===== src/rtl/periph_demux_pkg.sv =====
// periph_demux_pkg: shared destination type, error payload and default address map
package periph_demux_pkg;

    // Sized for the largest supported target count (8) plus the internal ERR slot
    localparam int MAX_TARGETS = 8;
    typedef logic [$clog2(MAX_TARGETS+1)-1:0] dst_t;

    localparam logic [31:0] ERR_RDATA  = 32'hBADA_CCE5;
    localparam logic [31:0] EU_BASE    = 32'h1020_4000;
    localparam logic [31:0] EU_MASK    = 32'hFFFF_FC00;
    localparam logic [31:0] MCHAN_BASE = 32'h1020_4400;
    localparam logic [31:0] MCHAN_MASK = 32'hFFFF_FC00;

endpackage


===== src/rtl/periph_demux_multi_err_slave.sv =====
// periph_err_slave: answers every unmapped access with an error one cycle after its grant
module periph_err_slave
    import periph_demux_pkg::*;
#(
    parameter int MAX_OUTSTANDING = 2,
    parameter int DATA_WIDTH      = 32
) (
    input  logic                  clk,
    input  logic                  rst_i,
    input  logic                  gnt_i,
    output logic                  r_valid_o,
    output logic [DATA_WIDTH-1:0] r_rdata_o,
    output logic                  r_opc_o
);

    localparam int PW = $clog2(MAX_OUTSTANDING+1);

    logic [PW-1:0] pending_q, pending_d;

    assign r_valid_o = pending_q != '0;
    assign r_rdata_o = r_valid_o ? DATA_WIDTH'(ERR_RDATA) : '0;
    assign r_opc_o   = r_valid_o;

    // each grant becomes pending for one cycle and is retired by its response
    always_comb begin
        pending_d = pending_q + PW'(gnt_i) - PW'(r_valid_o);
    end

    // pending count, cleared asynchronously
    always_ff @(posedge clk or posedge rst_i) begin
        if (rst_i) pending_q <= '0;
        else       pending_q <= pending_d;
    end

endmodule


===== src/rtl/periph_demux_multi.sv =====
// periph_demux_multi: address-mapped core-to-peripheral demux with in-order responses and error slave
module periph_demux_multi
    import periph_demux_pkg::*;
#(
    parameter int NUM_TARGETS     = 2,
    parameter int ADDR_WIDTH      = 32,
    parameter int DATA_WIDTH      = 32,
    parameter int BE_WIDTH        = DATA_WIDTH/8,
    parameter int MAX_OUTSTANDING = 2,
    parameter logic [ADDR_WIDTH-1:0] MAP_BASE [NUM_TARGETS] = '{EU_BASE, MCHAN_BASE},
    parameter logic [ADDR_WIDTH-1:0] MAP_MASK [NUM_TARGETS] = '{EU_MASK, MCHAN_MASK}
) (
    input  logic                                  clk,
    input  logic                                  rst_i,
    input  logic                                  data_req_i,
    input  logic [ADDR_WIDTH-1:0]                 data_add_i,
    input  logic                                  data_wen_i,
    input  logic [DATA_WIDTH-1:0]                 data_wdata_i,
    input  logic [BE_WIDTH-1:0]                   data_be_i,
    output logic                                  data_gnt_o,
    output logic                                  data_r_valid_o,
    output logic [DATA_WIDTH-1:0]                 data_r_rdata_o,
    output logic                                  data_r_opc_o,
    output logic [NUM_TARGETS-1:0]                tgt_req_o,
    output logic [ADDR_WIDTH-1:0]                 tgt_add_o,
    output logic                                  tgt_wen_o,
    output logic [DATA_WIDTH-1:0]                 tgt_wdata_o,
    output logic [BE_WIDTH-1:0]                   tgt_be_o,
    input  logic [NUM_TARGETS-1:0]                tgt_gnt_i,
    input  logic [NUM_TARGETS-1:0]                tgt_r_valid_i,
    input  logic [NUM_TARGETS-1:0]                tgt_r_opc_i,
    input  logic [NUM_TARGETS-1:0][DATA_WIDTH-1:0] tgt_r_rdata_i
);

    localparam int            CW      = $clog2(MAX_OUTSTANDING+1);
    localparam logic [CW-1:0] CNT_MAX = CW'(MAX_OUTSTANDING);
    localparam dst_t          ERR_DST = dst_t'(NUM_TARGETS);

    dst_t                   dst, cur_dst_q, cur_dst_d;
    logic [CW-1:0]          cnt_q, cnt_d;
    logic                   issue, sel_valid, sel_opc, err_valid, err_opc;
    logic [DATA_WIDTH-1:0]  sel_rdata, err_rdata;
    logic [NUM_TARGETS-1:0] rsp_mask;

    assign tgt_add_o   = data_add_i;
    assign tgt_wen_o   = data_wen_i;
    assign tgt_wdata_o = data_wdata_i;
    assign tgt_be_o    = data_be_i;

    // address decode: lowest matching index wins, ERR_DST when nothing matches
    always_comb begin
        dst = ERR_DST;
        for (int i = NUM_TARGETS-1; i >= 0; i--)
            if ((data_add_i & MAP_MASK[i]) == (MAP_BASE[i] & MAP_MASK[i])) dst = dst_t'(i);
    end

    // issue only towards the destination already in flight, so responses cannot reorder
    always_comb begin
        issue     = data_req_i && cnt_q < CNT_MAX && (cnt_q == '0 || dst == cur_dst_q);
        tgt_req_o = '0;
        for (int i = 0; i < NUM_TARGETS; i++) tgt_req_o[i] = issue && dst == dst_t'(i);
        data_gnt_o = issue && (dst == ERR_DST || |(tgt_req_o & tgt_gnt_i));
    end

    // response mux steered by the registered destination; silent while nothing is outstanding
    always_comb begin
        sel_valid = err_valid;
        sel_rdata = err_rdata;
        sel_opc   = err_opc;
        rsp_mask  = '0;
        for (int i = 0; i < NUM_TARGETS; i++) begin
            rsp_mask[i] = cnt_q != '0 && cur_dst_q == dst_t'(i);
            if (cur_dst_q == dst_t'(i)) begin
                sel_valid = tgt_r_valid_i[i];
                sel_rdata = tgt_r_rdata_i[i];
                sel_opc   = tgt_r_opc_i[i];
            end
        end
        data_r_valid_o = cnt_q != '0 && sel_valid;
        data_r_rdata_o = cnt_q != '0 ? sel_rdata : '0;
        data_r_opc_o   = cnt_q != '0 && sel_opc;
    end

    // outstanding bookkeeping: grants count in, responses count out
    always_comb begin
        cnt_d     = cnt_q + CW'(data_gnt_o) - CW'(data_r_valid_o);
        cur_dst_d = data_gnt_o ? dst : cur_dst_q;
    end

    // state registers, cleared asynchronously so a reset drops everything in flight
    always_ff @(posedge clk or posedge rst_i) begin
        if (rst_i) begin
            cnt_q     <= '0;
            cur_dst_q <= '0;
        end else begin
            cnt_q     <= cnt_d;
            cur_dst_q <= cur_dst_d;
        end
    end

    periph_err_slave #(
        .MAX_OUTSTANDING (MAX_OUTSTANDING),
        .DATA_WIDTH      (DATA_WIDTH)
    ) u_err (
        .clk       (clk),
        .rst_i     (rst_i),
        .gnt_i     (data_gnt_o && dst == ERR_DST),
        .r_valid_o (err_valid),
        .r_rdata_o (err_rdata),
        .r_opc_o   (err_opc)
    );

    // target responses are only legal from the destination currently in flight
    a_rsp_src: assert property (@(posedge clk) disable iff (rst_i) (tgt_r_valid_i & ~rsp_mask) == '0);

endmodule


===== config.mk =====
export PLATFORM = sky130hd
export DESIGN_NAME = periph_demux_multi
export DESIGN_NICKNAME = d
export VERILOG_FILES = /design/src/rtl/periph_demux_pkg.sv /design/src/rtl/periph_demux_multi_err_slave.sv /design/src/rtl/periph_demux_multi.sv
export SDC_FILE = /design/constraint.sdc
export NUM_CORES = 1
export LEC_CHECK = 0
export CAP_MARGIN = 0
export CORE_MARGIN = 8
export CORE_UTILIZATION = 25
export CTS_CLUSTER_SIZE = 14
export DETAILED_ROUTE_END_ITERATION = 10
export GPL_TIMING_DRIVEN = 0
export HOLD_SLACK_MARGIN = 0.1
export PLACE_DENSITY = 0.87
export SETUP_SLACK_MARGIN = 0.5
export SKIP_CTS_REPAIR_TIMING = 1
export SLEW_MARGIN = 20
export SYNTH_ARGS = -nofsm -noshare
export SYNTH_HDL_FRONTEND = slang
export SYNTH_SLANG_ARGS = --single-unit

===== constraint.sdc =====
create_clock -name clk -period 5.5 [get_ports clk]
set_input_delay 1.1 -clock clk [delete_from_list [all_inputs] [get_ports clk]]
set_output_delay 1.1 -clock clk [all_outputs]
set_load 0.02 [all_outputs]

* Yosys cells after proc, flatten, opt, wreduce, memory -nomap -nowiden
Cells that the tools add are included.
Word-level totals: word-level logic and storage cells 41, flip-flop bits (word level) 8
Cells by class: bitwise operators 1, magnitude comparators 1, equal/unequal tests 6, muxes and demuxes 10, reduce and logical (&&, ||, !) cells 16, add/sub/neg operators 4
Operators with widths (count):
- 2-to-1 mux 32 bit | 4
- == test 22 x 19 -> 1 bit (second input constant) | 2
- logical AND 1 bit | 8
- logical NOT 4 bit | 2
- adder 2 x 1 -> 2 bit | 2
- == test 2 x 4 -> 1 bit | 1
- == test 4 x 1 -> 1 bit (second input constant) | 1
- 2-to-1 mux 1 bit | 4
- 2-to-1 mux 2 bit | 2
- nonzero test 2 bit | 2
- subtractor 2 x 1 -> 2 bit | 2
- bitwise AND 2 bit | 1
- == test 2 x 1 -> 1 bit (second input constant) | 1
- == test 2 bit (second input constant) | 1
- logical NOT 2 bit | 1
- logical OR 1 bit | 2
- < comparator 2 bit (second input constant) | 1
- OR reduction 2 bit | 1

* Depth between registers and ports, before layout
word-level depth 14, mapped depth 9, gate-level depth less buffers 8

* Hierarchy
A second synthesis with hierarchy kept.
Unflattened totals: cells, all modules 315, area total of the unflattened synthesis 2160.8 um^2
By module, submodules not included:
- periph_demux_multi | cells each 273, seq. area each 100.1 um^2, times used 1, area an instance 1815.5 um^2
- periph_err_slave | cells each 42, seq. area each 50.0 um^2, times used 1, area an instance 345.3 um^2

* Worst setup path after synthesis
No wires, ideal clock.
kind input -> output, start point in data_add_i[23], end point out data_gnt_o, required time 4.400 ns, arrival time 2.219 ns, slack 2.181 ns, cell stages on the path 5, path buffers 0, path through nor4b_4 nand4_2 mux2_4 nand2_1 and3_1
Between the ends: longest elaborated chain between the ends 11, elaborated cells on any way between the ends 16
RTL lines:
- start, declared | line periph_demux_multi.sv:16 | input logic [ADDR_WIDTH-1:0] data_add_i,
- == test 22 x 19 -> 1 bit | line periph_demux_multi.sv:54 | if ((data_add_i & MAP_MASK[i]) == (MAP_BASE[i] & MAP_MASK[i])) dst = dst_t'(i);
- 2-to-1 mux 2 bit | line periph_demux_multi.sv:54
- 2-to-1 mux 2 bit * | line periph_demux_multi.sv:54
- == test 2 x 4 -> 1 bit | line periph_demux_multi.sv:59 | issue = data_req_i && cnt_q < CNT_MAX && (cnt_q == '0 || dst == cur_dst_q);
- logical OR 1 bit | line periph_demux_multi.sv:59
- logical AND 1 bit | line periph_demux_multi.sv:59
- logical AND 1 bit | line periph_demux_multi.sv:61 | for (int i = 0; i < NUM_TARGETS; i++) tgt_req_o[i] = issue && dst == dst_t'(i);
- bitwise AND 2 bit | line periph_demux_multi.sv:62 | data_gnt_o = issue && (dst == ERR_DST || |(tgt_req_o & tgt_gnt_i));
- OR reduction 2 bit | line periph_demux_multi.sv:62
- logical OR 1 bit | line periph_demux_multi.sv:62
- logical AND 1 bit * | line periph_demux_multi.sv:62
- end, declared | line periph_demux_multi.sv:20 | output logic data_gnt_o,
Mark *: on every way between the ends. The rest lies on a longest branch, timed or not.

* Final worst setup path
start point in data_add_i[11], end point out data_gnt_o
Same word-level chain as after synthesis.

==> metrics.txt <==
Post-synth top flop dfrtp_1; Worst R2R Path Depth 9; Rows 29; synthesized area per cell 7.85 µm²; yosys warns 0; Crit Path Max Fanout 4; Worst R2R Setup Slack 3080 ps; vias in the first global route 2363; GRT Resource Usage Total 16.4%; fmax 0.224 GHz; reg2reg end cnt_q[1]; fraction of layout cells with a size suffix above 1 20.7%; #FFs+latches synth 6; clock tree buffer depth 2; area of the core 6350 µm²; most frequent cells in the layout clkdlybuf4s50_1 (199), buf_4 (69), mux2i_1 (34); initial antenna violation count 0; startpoint type of the worst setup path input pin; min cycle time layout 4470 ps; CTS clock-pin slew for the worst setup and hold paths 30 ps; placed insts 484; crit path capture type primary output; Crit path arrival time 3370 ps; fraction of registers with async set/reset 100%; fin. max-slew vios 0; Routed WL 8260 µm; die width 96.8 µm; TritonRoute pass-1 iters 4; Setup crit start data_add_i[11]; min-delay worst type register to register; Layout Cells excl Fill 487; Die ar. 9370 µm²; # H-tree levels 1; endpoints failing hold 0; Setup TNS 0 ps; final setup violation count 0; period utilisation layout 81.2%; Syn Inst Count 208; slew margin rel. 63.5%; Post-Syn Nets 354; nets 558; DR vias/cell 4.34; vias 2115; worst skew pair latency 220 ps; Area growth syn-to-layout 130%; WL per Instance 17.0 µm; Required @ worst endpoint 4400 ps; Post-synth EDFFs 0; total CTS buffers 3; Initial Util 25.7%; hold wc startpoint u_err.pending_q[1]; Final ANT Viol Nets 0; RSZ-0062 raised after global routing no; die height 96.8 µm; actual slew at the worst max-slew pin 541 ps; Hold Path End u_err.pending_q[1]; Clock Sinks 6; CP cell instances clkdlybuf4s50_1 > nor4_4 > nand2_1 > o311a_1 > nand2_1 > and3_1 > clkdlybuf4s50_1; IO buf count 199; largest net degree at the start of global routing 11; CTS tree done; worst flop-to-flop path startpoint u_err.pending_q[1]; Worst Hold Depth 1; Pleak 1.50 nW; num ports 248; post-layout util 59.3%; GRT overflow 0; dpl hpwl 7630 µm; first-pass GRT wire length 12600 µm; drt first-iter violations 44; max cap viols 0; maximum vdd drop 0.000206 V; Pwr Density 308 nW/µm²; DRC violations left 0; WP buf/inv 2; Setup Crit Path Kind input pin to primary output; Netlist cell types 32; outcome finished, final reports clean; commonest non-fill, non-tap cell in the layout clkdlybuf4s50_1; Root Driver clkbuf_8; CP delay by family, top buffers and inverters; slowest stage delay, CP 620 ps; CP max stage cell clkdlybuf4s50_1; area of the mapped netlist 1630 µm²; fill cell count 565; post-route clock skew 3.50 ps; sequential area share after synthesis 9.20%; # diodes 0; Placer Congestion 0.759
-- per-layer routing --
| metal | GRT usage, % | routed length, µm |
|---|---|---|
| met1 | 15.1 | 2780 |
| met2 | 31.2 | 4440 |
| met3 | 8.25 | 995 |
| met4 | 3.55 | 47 |
| met5 | 0 | 0 |
-- cells in the mapped netlist, types with 2 or more instances --
cell type / n / area [µm²]
buf_4: 69 / 518
mux2i_1: 34 / 340
a21oi_1: 23 / 115
nor2_1: 15 / 56.3
clkbuf_1: 6 / 22.5
dfrtp_1: 6 / 150
inv_1: 6 / 22.5
nand2_1: 6 / 22.5
buf_2: 4 / 20.0
ha_1: 4 / 50.1
xnor2_1: 4 / 35.0
nand3_1: 3 / 15.0
nor2b_1: 3 / 18.8
nor3_1: 3 / 15.0
nor4_4: 3 / 63.8
nand2b_1: 2 / 12.5
o21ai_0: 2 / 10.0
-- stage by stage --
step	worst slack, ps	instance area [µm²]	hold slack, ps	power, W
floorplan	2180	1630	438	0.000604
global placement	1030	3720	454	0.00109
detailed placement	1010	3720	463	0.00111
CTS	997	3760	471	0.00118
global route	903	3760	513	0.00125
finish	1030	3760	475	0.00116
-- layout make-up --
cell class | instances | area, µm² | share of cell area (%)
inverter | 6 | 22.5 | 0.599
sequential | 6 | 150 | 3.99
tap | 77 | 96.3 | 2.56
buffer | 79 | 561 | 14.9
clock buffer | 3 | 41.3 | 1.10
multi-input combinational | 117 | 900 | 23.9
timing repair buffer | 199 | 1990 | 52.9
-- how the worst max path moves through the flow --
stage,cells past startpoint,to,slack [ps]
floorplan,5,data_gnt_o,2180
global placement,7,data_gnt_o,1030
detailed placement,7,data_gnt_o,1010
CTS,7,data_gnt_o,1000
global route,7,data_gnt_o,900
finish,7,data_gnt_o,1030
-- flip-flops by register name (all words and copies together) (netlist names) --
register,flops
u_err.pending_q,2
cur_dst_q,2
cnt_q,2
-- power breakdown --
part | internal (W) | total, W | leakage [nW] | switching [W]
Sequential | 0.0000667 | 0.0000868 | 0.0711 | 0.0000201
Combinational | 0.000496 | 0.00101 | 1.41 | 0.000513
Clock | 0.0000470 | 0.0000655 | 0.0216 | 0.0000185
Total | 0.000609 | 0.00116 | 1.50 | 0.000551
-- cell families after synthesis --
logic type	share of synthesized area, %
multiplexers	21.8
adder cells (fa/ha/maj)	3.07
flip-flops	9.20
AO/OA/AOI/OAI	10.9
buffers and inverters	35.7
XOR/XNOR	2.68
AND/OR/NAND/NOR	16.7
Note: power is estimated with default switching activity, not from simulation.
